## src/rtl/pll_sup_pkg.sv

```systemverilog
// pll_sup_pkg: shared FSM state type and counter sizing for the PLL lock supervisor.
package pll_sup_pkg;
    typedef enum logic [2:0] {IDLE, RST, WAIT, LOCKED, FAIL} pll_sup_state_t;
    function automatic int f_cnt_w(input int max);
        return (max < 1) ? 1 : $clog2(max + 1);
    endfunction
endpackage

```

## src/rtl/pll_sup_chan.sv

```systemverilog
// pll_sup_chan: one PLL's lock synchronizer, reset/wait/retry FSM and, with PLL_SUP_LOST_CNT_EN, a saturating lost-lock counter.
module pll_sup_chan
    import pll_sup_pkg::*;
#(
    parameter int LOCK_TIMEOUT  = 50000,
    parameter int RST_CYCLES    = 16,
    parameter int MAX_RETRY     = 3,
    parameter int STABLE_CYCLES = 8
`ifdef PLL_SUP_LOST_CNT_EN
    , parameter int CNT_W       = 8
`endif
) (
    input  logic clk,
    input  logic rst,
    input  logic en,
    input  logic pll_lock,
    output logic pll_rst_o,
    output logic locked,
    output logic fail,
    output logic lost_pulse
`ifdef PLL_SUP_LOST_CNT_EN
    , output logic [CNT_W-1:0] lost_cnt
`endif
);
    localparam int TW = $clog2(LOCK_TIMEOUT);
    localparam int RW = f_cnt_w(RST_CYCLES);
    localparam int SW = f_cnt_w(STABLE_CYCLES);
    localparam int QW = f_cnt_w(MAX_RETRY);
    pll_sup_state_t r_state;
    logic [1:0]    r_sync;
    logic [TW-1:0] r_timer;
    logic [RW-1:0] r_rcnt;
    logic [SW-1:0] r_stable;
    logic [QW-1:0] r_retry;
    logic          r_rst, r_locked, r_fail, r_lost;
    logic          w_lock_s;
    assign w_lock_s   = r_sync[1];
    assign pll_rst_o  = r_rst;
    assign locked     = r_locked;
    assign fail       = r_fail;
    assign lost_pulse = r_lost;
    always_ff @(posedge clk) begin
        if (rst) begin
            r_state  <= IDLE;
            r_sync   <= '0;
            r_timer  <= '0;
            r_rcnt   <= '0;
            r_stable <= '0;
            r_retry  <= '0;
            r_rst    <= 1'b0;
            r_locked <= 1'b0;
            r_fail   <= 1'b0;
            r_lost   <= 1'b0;
        end else begin
            r_sync <= {r_sync[0], pll_lock};
            r_lost <= 1'b0;
            if (!en) begin
                r_state  <= IDLE;
                r_rst    <= 1'b0;
                r_locked <= 1'b0;
                r_fail   <= 1'b0;
            end else begin
                case (r_state)
                    IDLE: begin
                        r_state <= RST;
                        r_rst   <= 1'b1;
                        r_rcnt  <= '0;
                        r_retry <= '0;
                    end
                    RST: begin
                        if (r_rcnt == RW'(RST_CYCLES - 1)) begin
                            r_state  <= WAIT;
                            r_rst    <= 1'b0;
                            r_timer  <= '0;
                            r_stable <= '0;
                        end else begin
                            r_rcnt <= r_rcnt + RW'(1);
                        end
                    end
                    WAIT: begin
                        r_timer  <= (r_timer == TW'(LOCK_TIMEOUT - 1)) ? r_timer : r_timer + TW'(1);
                        r_stable <= w_lock_s ? r_stable + SW'(1) : '0;
                        // a qualified lock takes precedence over a timeout in the same cycle
                        if (w_lock_s && r_stable == SW'(STABLE_CYCLES - 1)) begin
                            r_state  <= LOCKED;
                            r_locked <= 1'b1;
                            r_retry  <= '0;
                        end else if (r_timer == TW'(LOCK_TIMEOUT - 1)) begin
                            if (r_retry < QW'(MAX_RETRY)) begin
                                r_state <= RST;
                                r_rst   <= 1'b1;
                                r_rcnt  <= '0;
                                r_retry <= r_retry + QW'(1);
                            end else begin
                                r_state <= FAIL;
                                r_fail  <= 1'b1;
                            end
                        end
                    end
                    LOCKED: begin
                        if (!w_lock_s) begin
                            r_state  <= RST;
                            r_locked <= 1'b0;
                            r_lost   <= 1'b1;
                            r_rst    <= 1'b1;
                            r_rcnt   <= '0;
                            r_retry  <= '0;
                        end
                    end
                    FAIL:    r_state <= FAIL;
                    default: r_state <= IDLE;
                endcase
            end
        end
    end
`ifdef PLL_SUP_LOST_CNT_EN
    logic [CNT_W-1:0] r_cnt;
    always_ff @(posedge clk) begin
        if (rst)
            r_cnt <= '0;
        else if (r_lost && r_cnt != '1)
            r_cnt <= r_cnt + CNT_W'(1);
    end
    assign lost_cnt = r_cnt;
`endif
endmodule

```

## src/rtl/pll_lock_supervisor.sv

```systemverilog
// pll_lock_supervisor: N-channel PLL reset/lock supervisor with registered summary flags; PLL_SUP_LOST_CNT_EN adds lost_cnt.
module pll_lock_supervisor
    import pll_sup_pkg::*;
#(
    parameter int CH_NUM        = 3,
    parameter int LOCK_TIMEOUT  = 50000,
    parameter int RST_CYCLES    = 16,
    parameter int MAX_RETRY     = 3,
    parameter int STABLE_CYCLES = 8,
    parameter int CNT_W         = 8
) (
    input  logic              clk,
    input  logic              rst,
    input  logic [CH_NUM-1:0] en,
    input  logic [CH_NUM-1:0] pll_lock,
    output logic [CH_NUM-1:0] pll_rst_o,
    output logic [CH_NUM-1:0] locked,
    output logic [CH_NUM-1:0] fail,
    output logic [CH_NUM-1:0] lost_pulse,
    output logic              all_locked,
    output logic              any_fail
`ifdef PLL_SUP_LOST_CNT_EN
    , output logic [CH_NUM*CNT_W-1:0] lost_cnt
`endif
);
    logic r_all, r_any;
    for (genvar i = 0; i < CH_NUM; i++) begin : g_ch
        pll_sup_chan #(
            .LOCK_TIMEOUT (LOCK_TIMEOUT),
            .RST_CYCLES   (RST_CYCLES),
            .MAX_RETRY    (MAX_RETRY),
            .STABLE_CYCLES(STABLE_CYCLES)
`ifdef PLL_SUP_LOST_CNT_EN
            , .CNT_W      (CNT_W)
`endif
        ) u_chan (
            .clk       (clk),
            .rst       (rst),
            .en        (en[i]),
            .pll_lock  (pll_lock[i]),
            .pll_rst_o (pll_rst_o[i]),
            .locked    (locked[i]),
            .fail      (fail[i]),
            .lost_pulse(lost_pulse[i])
`ifdef PLL_SUP_LOST_CNT_EN
            , .lost_cnt(lost_cnt[i*CNT_W +: CNT_W])
`endif
        );
    end
    always_ff @(posedge clk) begin
        if (rst) begin
            r_all <= 1'b0;
            r_any <= 1'b0;
        end else begin
            r_all <= (|en) && (&(locked | ~en));
            r_any <= |fail;
        end
    end
    assign all_locked = r_all;
    assign any_fail   = r_any;
endmodule

```

## config.mk

```make
export PLATFORM = sky130hd
export DESIGN_NAME = pll_lock_supervisor
export DESIGN_NICKNAME = d
export VERILOG_FILES = /design/src/rtl/pll_sup_pkg.sv /design/src/rtl/pll_sup_chan.sv /design/src/rtl/pll_lock_supervisor.sv
export SDC_FILE = /design/constraint.sdc
export NUM_CORES = 1
export LEC_CHECK = 0
export ABC_AREA = 1
export BUFFER_PORTS_ARGS = -buffer_cell sky130_fd_sc_hd__clkbuf_2
export CORE_UTILIZATION = 30
export DETAILED_ROUTE_END_ITERATION = 10
export HOLD_SLACK_MARGIN = 0.03
export PLACE_DENSITY = 0.47
export REMOVE_ABC_BUFFERS = 1
export SYNTH_ARGS = -nofsm -noshare
export SYNTH_HDL_FRONTEND = slang
export SYNTH_HIERARCHICAL = 1
export SYNTH_SLANG_ARGS = --single-unit
```

## constraint.sdc

```tcl
create_clock -name clk -period 2.65 [get_ports clk]
set_clock_uncertainty 0.1 [all_clocks]
set_input_delay 0 -clock clk [delete_from_list [all_inputs] [get_ports clk]]
set_output_delay 0 -clock clk [all_outputs]
set_load 0.01 [all_outputs]
```

# Yosys cells after proc, flatten, opt, wreduce, memory -nomap -nowiden
# Cells that the tools add are included.
# Widths: inputs -> output; s select.
[word_totals]
register_bits = 110
input_bits = 8
output_inout_bits = 14
[op_classes]
add_sub_neg = 12
n_lt_le_gt_ge = 3
eq_ne = 51
n_mux = 99
bitwise = 14
n_reduce_logical = 52
[op_table]
columns = ["cell", "n"]
rows = [
  ["$mux 16", 6],
  ["$pmux 16 s2", 3],
  ["$mux 5", 15],
  ["$pmux 5 s4", 3],
  ["$add 16x1->16 const B", 3],
  ["$eq 16x16->1 const B", 3],
  ["$mux 3", 15],
  ["$pmux 3 s5", 3],
  ["$reduce_and 3->1", 10],
  ["$mux 1", 24],
  ["$mux 2", 12],
  ["$mux 4", 6],
  ["$ne 2x1->1 const B", 12],
  ["$ne 2x2->1 const B", 12],
  ["$pmux 4 s2", 3],
  ["$reduce_and 4->1", 6],
  ["$reduce_and 7->1", 3],
  ["$eq 3x2->1 const B", 6],
  ["$ne 3x1->1 const B", 6],
  ["$pmux 2 s3", 3],
  ["$reduce_and 6->1", 3],
  ["$add 5x1->5 const B", 3],
  ["$eq 5x4->1 const B", 3],
  ["$reduce_and 5->1", 3],
  ["18 further kinds", 65],
]

# Depth between registers and ports, before layout
[depth]
word_depth = 5
depth_mapped = 14

# Modules after synthesis
# Netlist, hierarchy kept.
[modules_own_cells]
columns = ["module", "n_inst", "cells_each", "area_per_inst_um2", "seq_area_each_um2"]
rows = [
  ["pll_sup_chan (g_ch[0].u_chan ...)", 2, 358, 2203.4, 720.7],
  ["pll_sup_chan (g_ch[1].u_chan)", 1, 355, 2195.9, 720.7],
  ["pll_lock_supervisor", 1, 15, 95.1, 40.0],
]

# Least setup slack after synthesis
# Ideal clock, no wire load.
[synth_path]
kind = "reg-to-reg"
start = "register g_ch[1].u_chan.r_rcnt[0]"
end = "register g_ch[1].u_chan.r_timer[0]"
setup_ps = 116
t_arrival_ps = 1610
slack_ps = 824
path_stages_with_launch = 14
n_path_buf = 1
synth_period_minus_slack_ps = 1826
cell_sequence = "dfxtp_1 ha_1 nand2_1 nor2_1 ha_1 inv_1 nand4_1 inv_2 nor2_8 nand2_4 inv_2 buf_6 o21ai_0 nor2_1"
[synth_via]
elab_chain_cells = 3
[synth_rtl]
columns = ["item", "line_no", "source"]
rows = [
  ["start, declared", "pll_sup_chan.sv:32", "logic [RW-1:0] r_rcnt;"],
  ["start signal, assigned", "pll_sup_chan.sv:77", "r_rcnt <= r_rcnt + RW'(1);"],
  ["$eq 5x4->1", "pll_sup_chan.sv:71", "if (r_rcnt == RW'(RST_CYCLES - 1)) begin"],
  ["$ne 2x1->1 (no source line)", "n/a", ""],
  ["$reduce_and 4->1 (no source line)", "n/a", ""],
  ["end signal, assigned", "pll_sup_chan.sv:81", "r_timer <= (r_timer == TW'(LOCK_TIMEOUT - 1)) ? r_timer : r_timer + TW'(1);"],
  ["end, declared", "pll_sup_chan.sv:31", "logic [TW-1:0] r_timer;"],
]
# No other way between the ends.
# A chain may end at the register's enable or synchronous reset.

# Worst setup path in the final report
[layout_path]
start = "register g_ch[0].u_chan.r_timer[0]"
end = "register g_ch[0].u_chan.r_timer[3]"
[layout_via]
elab_chain_cells = 3
elab_cells_between_ends = 6
classes_between = "add/sub: 1; eq/ne: 2; mux: 2; reduce/logical: 1"
[layout_rtl]
columns = ["item", "line_no"]
rows = [
  ["start, declared", "pll_sup_chan.sv:31"],
  ["start signal, assigned", "pll_sup_chan.sv:81"],
  ["$add 16x1->16 or $eq 16x16->1 (tied branches)", "pll_sup_chan.sv:81"],
  ["$mux 16 or $ne 2x2->1 (tied branches)", "n/a"],
  ["$pmux 16 s2 or $reduce_and 4->1 (tied branches)", "n/a"],
]
# Several ways; a longest one is shown, not always the timed one. The select of a mux whose other input is x is not followed.

==> summary.md <==
| Metric | Value |
|---|---|
| Via count of the first global-routing pass | 5931 |
| Aggregate negative setup slack | 0 ns |
| Core region area | 21820 um2 |
| Top post-synthesis cells by area | dfxtp_1, nand2_1, nor2_1, inv_1, nand3_1 |
| Clock root buffer | clkbuf_16 |
| Num ports | 22 |
| Final GP Congestion | 0.8458 |
| Global-route wire length before repair | 29330 um |
| Power density normalized to cell area | 467.0 nW/um2 |
| IO buf count | 21 |
| Largest net degree at the start of global routing | 26 |
| Nature of the critical path endpoint | register |
| Final core utilization | 34.04% |
| Total of warnings raised by yosys | 6 |
| Overall via count from detail_route | ~6400 |
| Cell-by-cell listing of the critical path | ha_1 -> nand2_1 -> inv_1 -> nand2_1 -> nor2_2 -> nand3_2 -> nand2_4 -> inv_2 -> nand2_1 -> nand2_1 -> nor2_1 |
| VDD IR-drop max | 0.2962 mV |
| DR pass1 iterations | 5 |
| Required time at the worst-slack endpoint | 2.84 ns |
| Part of the Yosys area used for sequential elements | 32.88% |
| Antenna-violating nets left | 0 |
| Syn-to-layout area delta | 10.91% |
| Starting Density | between 30% and 40% |
| Maximum buffer depth of the clock tree | 2 |
| Post-detailed-placement half-perimeter wirelength | 12750 um |
| Run status | finished clean |
| Biggest area consumer among synthesized cells | dfxtp_1 |
| Area share of the largest cell type after synthesis | between 30% and 40% |
| # clock sinks | 110 |
| R2R depth | 11 |
| Ratio of final minimum period to clock period | ~83% |
| Pre-CTS WS | approximately 0.47 ns |
| TritonCTS clock tree | built |
| Total number of H-tree levels | 3 |
| Post-route insts no fill | 1398 |
| Average vias per placed instance | around 4.6 |
| Number of DRC markers after the initial detailed-route iteration | around 310 |
| Worst Path Class, Setup | register to register |
| Number of different library cells in the post-synthesis netlist | 30 |
| Arrival @ worst endpoint | roughly 2.4 ns |
| Worst r2r dst | g_ch[0].u_chan/r_timer[3] |
| Post-placement cell count | 1375 |
| Site Rows | 54 |
| Fraction of layout cells with a size suffix above 1 | 8.855% |
| Slew Limit Fails | 0 |
| Drc violations | 0 |
| Final #Nets | between 1000 and 1500 |
| Post-layout min period | about 2.2 ns |
| Class of the tightest hold or removal check | primary input to register |
| Clk pin slew, worst setup/hold paths | 0.08 ns |
| Count of inserted antenna diode cells | 0 |
| Skew-Pair Late Insertion Delay | 0.36 ns |
| Horizontal extent of the die | 151.4 um |
| Final Setup Violations | 0 |
| Startpoint class of the critical path | register |
| Startpoint of the most critical setup path | g_ch[0].u_chan/r_timer[0] |
| Leakage power | 3.050 nW |
| Crit path setup slack, layout | about 0.45 ns |
| Total Die Area | 22930 um2 |
| Register-to-register setup slack | about 0.45 ns |
| End point of the critical path | g_ch[0].u_chan/r_timer[3] |
| TritonCTS buffer count | 9 |
| Die Y-Extent | 151.4 um |
| Commonest cells after routing, fill and taps aside | nand2_1, nor2_1, inv_1 |
| Number of hold-slack violations in the final timing report | 0 |
| Routed len/inst | 12.31 um |
| Unrepaired setup endpoints after global routing | no |
| Commonest non-fill, non-tap cell in the layout | nand2_1 |
| Global-route total usage across every layer | 16.13% |
| Number of cells produced by synthesis | 1086 |
| Largest fanout of any net on the critical path | 16 |
| Normalized max-slew margin | between 60% and 70% |
| Instance area after placement | just over 7000 um2 |
| Number of max-capacitance violations reported | 0 |
| Congestion Overflow GR | 0 |
| Post-route design area | 7428 um2 |
| Delay of the slowest cell on the worst path | 0.45 ns |
| Dominant cell type by count on the critical path | nand2_1 |
| Synthesized area per cell | about 6.2 um2 |
| Antenna violations before repair | 0 |
| Slew at the pin closest to its max-slew limit | 0.4973 ns |
| Count of state elements after synthesis | 110 |
| Synth Cell Area | 6698 um2 |
| Library cell contributing the largest single delay on the critical path | dfxtp_1 |
| Maximum clock rate | around 0.45 GHz |
| Start of the worst register-to-register path | g_ch[0].u_chan/r_timer[0] |
| Count of buffers added by post-CTS timing repair for setup | 0 |
| Wire length reported by the detailed router | 17200 um |
worst min path at each step:
stage,slack [ns],start,depth (start not counted),to
3_3_place_gp,0.1,pll_lock[1],3,g_ch[1].u_chan/r_sync[0]
6_report,0.05,rst,2,g_ch[2].u_chan/r_sync[0]
4_1_cts,0.04,rst,2,g_ch[2].u_chan/r_stable[1]
3_5_place_dp,0.1,pll_lock[2],3,g_ch[2].u_chan/r_sync[0]
2_1_floorplan,-0.03,rst,1,g_ch[0].u_chan/r_retry[0]
5_1_grt,0.08,rst,2,g_ch[2].u_chan/r_timer[12]
synthesized netlist by cell type:
cell type,number
a211oi_1,1
a21oi_1,57
buf_2,4
buf_6,6
clkbuf_1,5
clkinv_1,2
dfxtp_1,110
ha_1,15
inv_1,150
inv_2,11
nand2_1,252
nand2_2,9
nand2_4,5
nand3_1,78
nand3_2,5
nand3_4,2
nand3b_1,2
nand4_1,35
nor2_1,232
nor2_2,12
nor2_4,4
nor2_8,1
nor3_1,24
o21ai_0,38
o21ai_1,2
o21bai_1,2
o21bai_2,2
o221a_2,1
or2_2,7
xor2_1,12
timing repair:
action	4_1_cts	5_1_grt
resized for setup	0	0
endpoints found under the hold margin	13	0
hold buffers	7	0
area by class of cell:
class | instances | area, um2
fill | 2448 | 14400
multi-input combinational | 798 | 3777
sequential | 110 | 2202
inverter | 163 | 611.8
tap | 280 | 350.3
clock buffer | 9 | 225.2
timing repair buffer | 31 | 197.7
clock inverter | 7 | 63.81
power by group:
group          leakage (nW)  switching (mW)  internal, mW
sequential            0.893          0.0417          1.70
clock                 0.136           0.688         0.661
combinational          2.02           0.260         0.120
critical path: cells and delay by family (launching register included):
| kind | cells | cell delay, ns |
|---|---|---|
| simple gates | 8 | 1.05 |
| flops | 1 | 0.45 |
| fa+ha+maj | 1 | 0.29 |
| buf+inv | 2 | 0.22 |
routing by layer:
metal	share of wire, %	track usage [%]	vias up	wire length [um]
li1	-	-	3479	-
met1	49	21.72	2802	8485
met2	46	26.19	92	7922
met3	2.6	1.837	21	444
met4	2.0	6.200	0	350
met5	0	0	-	0
cells by family after synthesis:
| group | after synthesis | share of synthesized area (%) |
|---|---|---|
| simple gates | 668 | 43.94 |
| buf+inv | 178 | 10.72 |
| xor+xnor | 12 | 1.569 |
| compound gates | 103 | 8.089 |
| fa+ha+maj | 15 | 2.802 |
| flops | 110 | 32.88 |
metrics by stage:
step / hold WS, ns / total power, mW
3_5_place_dp: 0.09902 / 2.155
4_1_cts: 0.04413 / 3.547
3_3_place_gp: 0.09718 / 2.159
5_1_grt: 0.08177 / 3.671
6_report: 0.05232 / 3.469
2_1_floorplan: -0.03093 / 2.038
flip-flops by register name, summed over array words and instances, names as in the netlist:
register / count
all_locked: 1
g_ch.u_chan/fail: 3
g_ch.u_chan/r_retry: 6
g_ch.u_chan/pll_rst_o: 3
g_ch.u_chan/r_stable: 12
g_ch.u_chan/locked: 3
any_fail: 1
g_ch.u_chan/r_timer: 48
g_ch.u_chan/r_state: 9
g_ch.u_chan/lost_pulse: 3
g_ch.u_chan/r_sync: 6
g_ch.u_chan/r_rcnt: 15
(Power assumes the default switching activity.)
